## src/rtl/seq_detect_param.sv

```systemverilog
// Serial pattern detector for an arbitrary compile-time pattern (MSB first),
// with run-time overlap selection and a saturating match counter.
module seq_detect_param #(
  parameter int             N       = 5,
  parameter logic [N-1:0]   PATTERN = 5'b10110,
  parameter int             CNT_W   = 8
) (
  input  logic                  clk,
  input  logic                  rst,
  input  logic                  in_valid,
  input  logic                  in_seq,
  input  logic                  overlap,
  input  logic                  clr_count,
  output logic                  det_out,
  output logic [CNT_W-1:0]      match_count,
  output logic                  count_sat,
  output logic [$clog2(N)-1:0]  st_dbg
);

  localparam int ST_W   = $clog2(N);
  localparam int TAB_SZ = 2 ** (ST_W + 1);

  // Longest prefix of PATTERN that is a suffix of (first s pattern bits, b),
  // excluding the full-length match, which is resolved separately.
  function automatic int calc_next(input int s, input logic b);
    int   len;
    int   res;
    int   j;
    logic ok;
    logic cb;
    len = s + 1;
    res = 0;
    for (int k = 1; k <= len; k++) begin
      if (k < N) begin
        ok = 1'b1;
        for (int i = 0; i < k; i++) begin
          j  = len - k + i;
          cb = (j == s) ? b : PATTERN[N-1-j];
          if (cb != PATTERN[N-1-i]) ok = 1'b0;
        end
        if (ok) res = k;
      end
    end
    return res;
  endfunction

  // KMP failure value at N: longest proper prefix that is also a suffix.
  function automatic int calc_fail();
    int   res;
    logic ok;
    res = 0;
    for (int k = 1; k < N; k++) begin
      ok = 1'b1;
      for (int i = 0; i < k; i++) begin
        if (PATTERN[N-1-i] != PATTERN[k-1-i]) ok = 1'b0;
      end
      if (ok) res = k;
    end
    return res;
  endfunction

  localparam logic [ST_W-1:0] FAIL_ST = ST_W'(calc_fail());
  localparam logic [ST_W-1:0] LAST_ST = ST_W'(N - 1);

  // Next-state table indexed by {st, bit}; entries for st >= N are unreachable.
  logic [ST_W-1:0] nxt_tab [TAB_SZ];

  for (genvar g = 0; g < TAB_SZ; g++) begin : g_tab
    if ((g / 2) < N) begin : g_live
      localparam int NX = calc_next(g / 2, 1'(g % 2));
      assign nxt_tab[g] = ST_W'(NX);
    end else begin : g_dead
      assign nxt_tab[g] = '0;
    end
  end

  logic [ST_W-1:0]  st_q, st_d;
  logic             det_q, det_d;
  logic [CNT_W-1:0] cnt_q, cnt_d;
  logic             sat_q, sat_d;
  logic             match;

  always_comb begin
    st_d  = st_q;
    match = 1'b0;
    if (in_valid) begin
      match = (st_q == LAST_ST) && (in_seq == PATTERN[0]);
      if (match) st_d = overlap ? FAIL_ST : '0;
      else       st_d = nxt_tab[{st_q, in_seq}];
    end
    // Clear takes effect before a same-cycle increment.
    cnt_d = clr_count ? '0 : cnt_q;
    if (match && (cnt_d != '1)) cnt_d = cnt_d + CNT_W'(1);
    det_d = match;
    sat_d = &cnt_d;
  end

  always_ff @(posedge clk) begin
    if (rst) begin
      st_q  <= '0;
      det_q <= 1'b0;
      cnt_q <= '0;
      sat_q <= 1'b0;
    end else begin
      st_q  <= st_d;
      det_q <= det_d;
      cnt_q <= cnt_d;
      sat_q <= sat_d;
    end
  end

  assign det_out     = det_q;
  assign match_count = cnt_q;
  assign count_sat   = sat_q;
  assign st_dbg      = st_q;

endmodule

```

## config.mk

```make
export PLATFORM = sky130hd
export DESIGN_NAME = seq_detect_param
export DESIGN_NICKNAME = d
export VERILOG_FILES = /design/src/rtl/seq_detect_param.sv
export SDC_FILE = /design/constraint.sdc
export NUM_CORES = 1
export LEC_CHECK = 0
export ABC_AREA = 1
export CAP_MARGIN = 20
export CELL_PAD_IN_SITES_DETAIL_PLACEMENT = 0
export CELL_PAD_IN_SITES_GLOBAL_PLACEMENT = 2
export CORE_ASPECT_RATIO = 0.7
export CORE_UTILIZATION = 26
export DETAILED_ROUTE_END_ITERATION = 12
export GPL_ROUTABILITY_DRIVEN = 0
export PLACE_DENSITY_LB_ADDON = 0.1
export SLEW_MARGIN = 20
export SYNTH_ARGS = -nofsm -noshare
export SYNTH_HDL_FRONTEND = slang
export SYNTH_SLANG_ARGS = --single-unit
```

## constraint.sdc

```tcl
create_clock -name clk -period 1.85 [get_ports clk]
set_clock_uncertainty 0.15 [all_clocks]
set_input_delay 0.4625 -clock clk [delete_from_list [all_inputs] [get_ports clk]]
set_output_delay 0.4625 -clock clk [all_outputs]
set_load 0.005 [all_outputs]
```

# Word level (Yosys, flattened, before mapping)
# Memory sizes are Yosys's and may differ from the RTL's.
# Index checks and enable logic that the tools add are counted.
# totals
reg_bits	13
romBits	48
elab_cells	21
mem_count	1
# memory_table
memory	depth	word_bits	rd	rd_clocked_by_memory_dff	wr	line	source
(name not given)	16	3	1	0	0	89	else st_d = nxt_tab[{st_q, in_seq}];
# op_classes
add_sub_neg	1
order_cmp	1
n_eq_ne	2
mux	7
bitwise	2
n_reduce_logical	3
# ops
op	n
$mux 8	2
$mux 3	3
$add 8x1->8 const B	1
$ne 8x8->1 const B	1
$reduce_and 8->1	1
$ge 5x5->1 const B	1
$not 4->5	1
$eq 3x3->1 const B	1
$logic_and 1x1->1	2
$mux 2	1
$mux 1	1
$not 1->1	1

# Depth between registers and ports, before layout
# depth
word_depth	6
depth_mapped	12
ltp_nobuf	11

# Worst setup path before layout
# No wires, ideal clock.
# synth_path
path_kind	input to register
start	in clr_count
end	reg cnt_q[6], in the netlist match_count[6]
setup_ns	0.131
arrival_ns	1.337
slack_ns	0.232
cell_stages	10
path_buffers	1
cell_sequence	buf_6 -> inv_8 -> nand3_4 -> nor2_4 -> nand2_4 -> nand2_4 -> inv_2 -> nand2_1 -> o21ai_0 -> nor3b_2
# synth_via
elab_chain_len	4
elab_cells_between_ends	5
# synth_rtl
item	line	source
start, declared	13	input logic clr_count,
$mux 8 *	92	cnt_d = clr_count ? '0 : cnt_q;
branches (longest 2 deep; another with $add 8x1->8)	-	
$mux 8 *	93	if (match && (cnt_d != '1)) cnt_d = cnt_d + CNT_W'(1);
end signal, assigned	107	cnt_q <= cnt_d;
end, declared	79	logic [CNT_W-1:0] cnt_q, cnt_d;
# Mark *: on every way between the ends.
# A chain may end at the register's enable or synchronous reset.

# Worst setup path in the final report
# layout_path
start	reg cnt_q[0], in the netlist match_count[0]
end	out match_count[0]
# layout_rtl
item	line	source
end, declared	15	output logic [CNT_W-1:0] match_count,
# No word-level cell between the ends.

==> results.md <==
- Final cell area excluding filler cells: ~1300 sq um
- Slew at the pin with the worst max-slew slack: around 0.26 ns
- Cell Rows: 16
- Inst Count DP: 194
- Top-area cell type share of the netlist area: 30.9%
- Count of cell types in the netlist: 24
- Avg WL per Cell: between 10 and 15 um
- Y dimension of the die: ~50 um
- Top post-synthesis cells by count: inv_1 (20), nor2_1 (20), nand2_1 (19)
- Period utilisation layout: 95.4%
- CTS tree: done
- Post-synthesis cell type with the largest combined area: dfxtp_1
- Type of element launching the critical path: flip-flop
- Tmin final: between 1.5 and 2 ns
- Max-capacitance violation count: 0
- Netlist area before placement: 843 sq um
- Areal power density over the cells: 494 nW/um^2
- Count of buffering cells on the critical path with inverters included: 1
- # port buffers: 18
- Main area contributors after synthesis: dfxtp_1 (31%), inv_1 (8.9%), nor2_1 (8.9%)
- Number of cells in the finished layout apart from fillers: approximately 200
- EDFF count, synth: 0
- IR drop worst, VDD: 369 uV
- DRT Pass-1 Iters: 4
- Cell type of the slowest stage on the worst timing path: clkdlybuf4s50_1
- Effective utilization at floorplan: 28.7%
- Type of the worst setup path: reg -> out
- Number of antenna violations at the first check in global routing: 0
- Total Die Area: 3480 sq um
- Overall die width: 70.1 um
- Standby leakage power: roughly 0.58 nW
- Critical-path cell list: clkdlybuf4s50_1
- Antenna fix cells: 0
- Fraction of layout cells with a size suffix above 1: 29.7%
- Via count of the first global-routing pass: 776
- Final number of setup-violating endpoints: 0
- DRC violation total after the first TritonRoute iteration: 28
- Max-slew headroom: between 80 and 90%
- Syn avg cell area: 6.97 sq um
- Reg-to-reg setup timing slack: ~0.24 ns
- Clock-pin slew reported for the worst setup and hold paths after clock tree synthesis: ~0.06 ns
- DP Area: 1210 sq um
- Max Freq: 0.567 GHz
- Sequential-to-total area share from yosys stat: a little under a third
- Setup TNS: 0 ns
- Cell family with most CP delay: buffers and inverters
- Outcome: complete, no violations
- Total Wirelength: around 2100 um
- Yosys reg bits: 13
- Critical-path maximum fanout: 4
- Highest cell delay on the worst timing path: 0.52 ns
- Area of the core region: 2940 sq um
- Overflow left after global routing: 0
- Warnings, synthesis: 0
- Number of remaining DRC errors: 0
- Endpoint required time on the critical path: 1.24 ns
- Hold-fix buffer count after cts: 0
- Boundary Pins: 19
- Overall routing resource usage: between 10% and 20%
- Clock buffers created by TritonCTS: 3
- Nature of the critical path endpoint: primary output
- Ys flop type: dfxtp_1
- Syn_nets: 131
- Via count of the routed design: 831
- Deepest clock path buffer count: 2
- Latest clock arrival within the worst-skew pair: 0.24 ns
- Count of fill cells added during filler insertion: approximately 300
- Root Driver: clkbuf_8
- Number of endpoints with negative hold slack in the final report: 0
- Number of max-slew violations in the final report: 0
- Cell count after synthesis: 121
- Area grow syn2layout: 53.3%
- First-pass GRT wire length: 3620 um
- Routed via count divided by cell count: 4.13
- DP Wirelength: 1690 um
- Total number of H-tree levels: 1
- Number of nets still failing antenna checks after routing: 0
- Largest net degree at the start of global routing: 9
- Async S/R FF share, synth: 0%
- Hold Crit Class: reg -> reg
- Total Nets Final: ~180
- CP arrival: between 1 and 1.5 ns
- Number of sinks driven by the clock tree: 13
[cell type report]
type                    instances  area [sq um]  area share [%]
multi-input cells              83           484            37.5
repair buffers                 42           358            27.7
flip-flops and latches         13           265            20.5
inverters                      23          93.8            7.26
well taps                      36          45.0            3.48
clock buffers                   3          41.3            3.19
clock inverters                 1          5.00           0.387
[cells by family after synthesis]
kind of cell / share of synthesized area (%)
XOR/XNOR: 2.08
buffers and inverters: 12.9
AO/OA/AOI/OAI: 9.79
adder cells (fa/ha/maj): 5.93
AND/OR/NAND/NOR: 38.4
flip-flops: 30.9
[routing by layer]
layer	track usage, %	wire, um
met5	0	0
met4	2.00	4
met3	5.32	87
met2	17.0	771
met1	20.9	1280
[stage by stage]
step / utilization (%) / power [W] / hold slack, ns / worst slack [ns]
floorplan: - / 0.000337 / 0.373 / 0.232
global placement: 41.2 / 0.000387 / 0.396 / -0.424
detailed placement: 41.2 / 0.000386 / 0.398 / -0.402
CTS: 43.6 / 0.000652 / 0.364 / 0.00323
global route: 43.9 / 0.000679 / 0.379 / -0.0105
finish: 43.9 / 0.000639 / 0.362 / 0.0857
[report_power, final]
part / total (W) / internal, W / switching (W) / leakage (nW)
combinational: 0.0000924 / 0.0000479 / 0.0000445 / 0.444
clock: 0.000256 / 0.000149 / 0.000107 / 0.0255
sequential: 0.000290 / 0.000285 / 0.00000540 / 0.107
total: 0.000639 / 0.000482 / 0.000157 / 0.577
[worst min-delay path: stages (launching register included)]
cell and delay (ns):
dfxtp_2 0.35, nand2_1 0.07, a21oi_1 0.05
[cell usage in the layout, fill, tap and decap left out, types with 2 or more instances in the layout]
cell / n
dfxtp_2: 4
nor2_2: 4
a21oi_1: 4
nand3_1: 10
buf_4: 24
dfxtp_1: 9
clkbuf_8: 3
clkdlybuf4s50_1: 16
inv_1: 20
nand2_1: 19
dlygate4sd2_1: 2
nor2_4: 3
nor2_1: 19
inv_2: 2
nand2_4: 2
ha_1: 4
o21ai_1: 2
o21ai_0: 6
[sequential cells by signal, indices dropped and copies added, names as in the netlist]
name,count
det_out,1
st_dbg,3
count_sat,1
match_count,8
[timing repair]
item / 4_1_cts / 5_1_grt
gates resized for setup: 8 / 2
endpoints found under the setup margin: 9 / 3
buffers inserted: 2 / 1
pin swaps: 5 / 2
[final timing paths]
check	from	end	cells past startpoint
worst max-delay path	match_count[0]	match_count[0]	1
worst min register to register	st_dbg[1]	st_dbg[1]	2
worst max register to register	st_dbg[2]	count_sat	10
worst min-delay path	st_dbg[1]	st_dbg[1]	2
(Power assumes the default switching activity.)
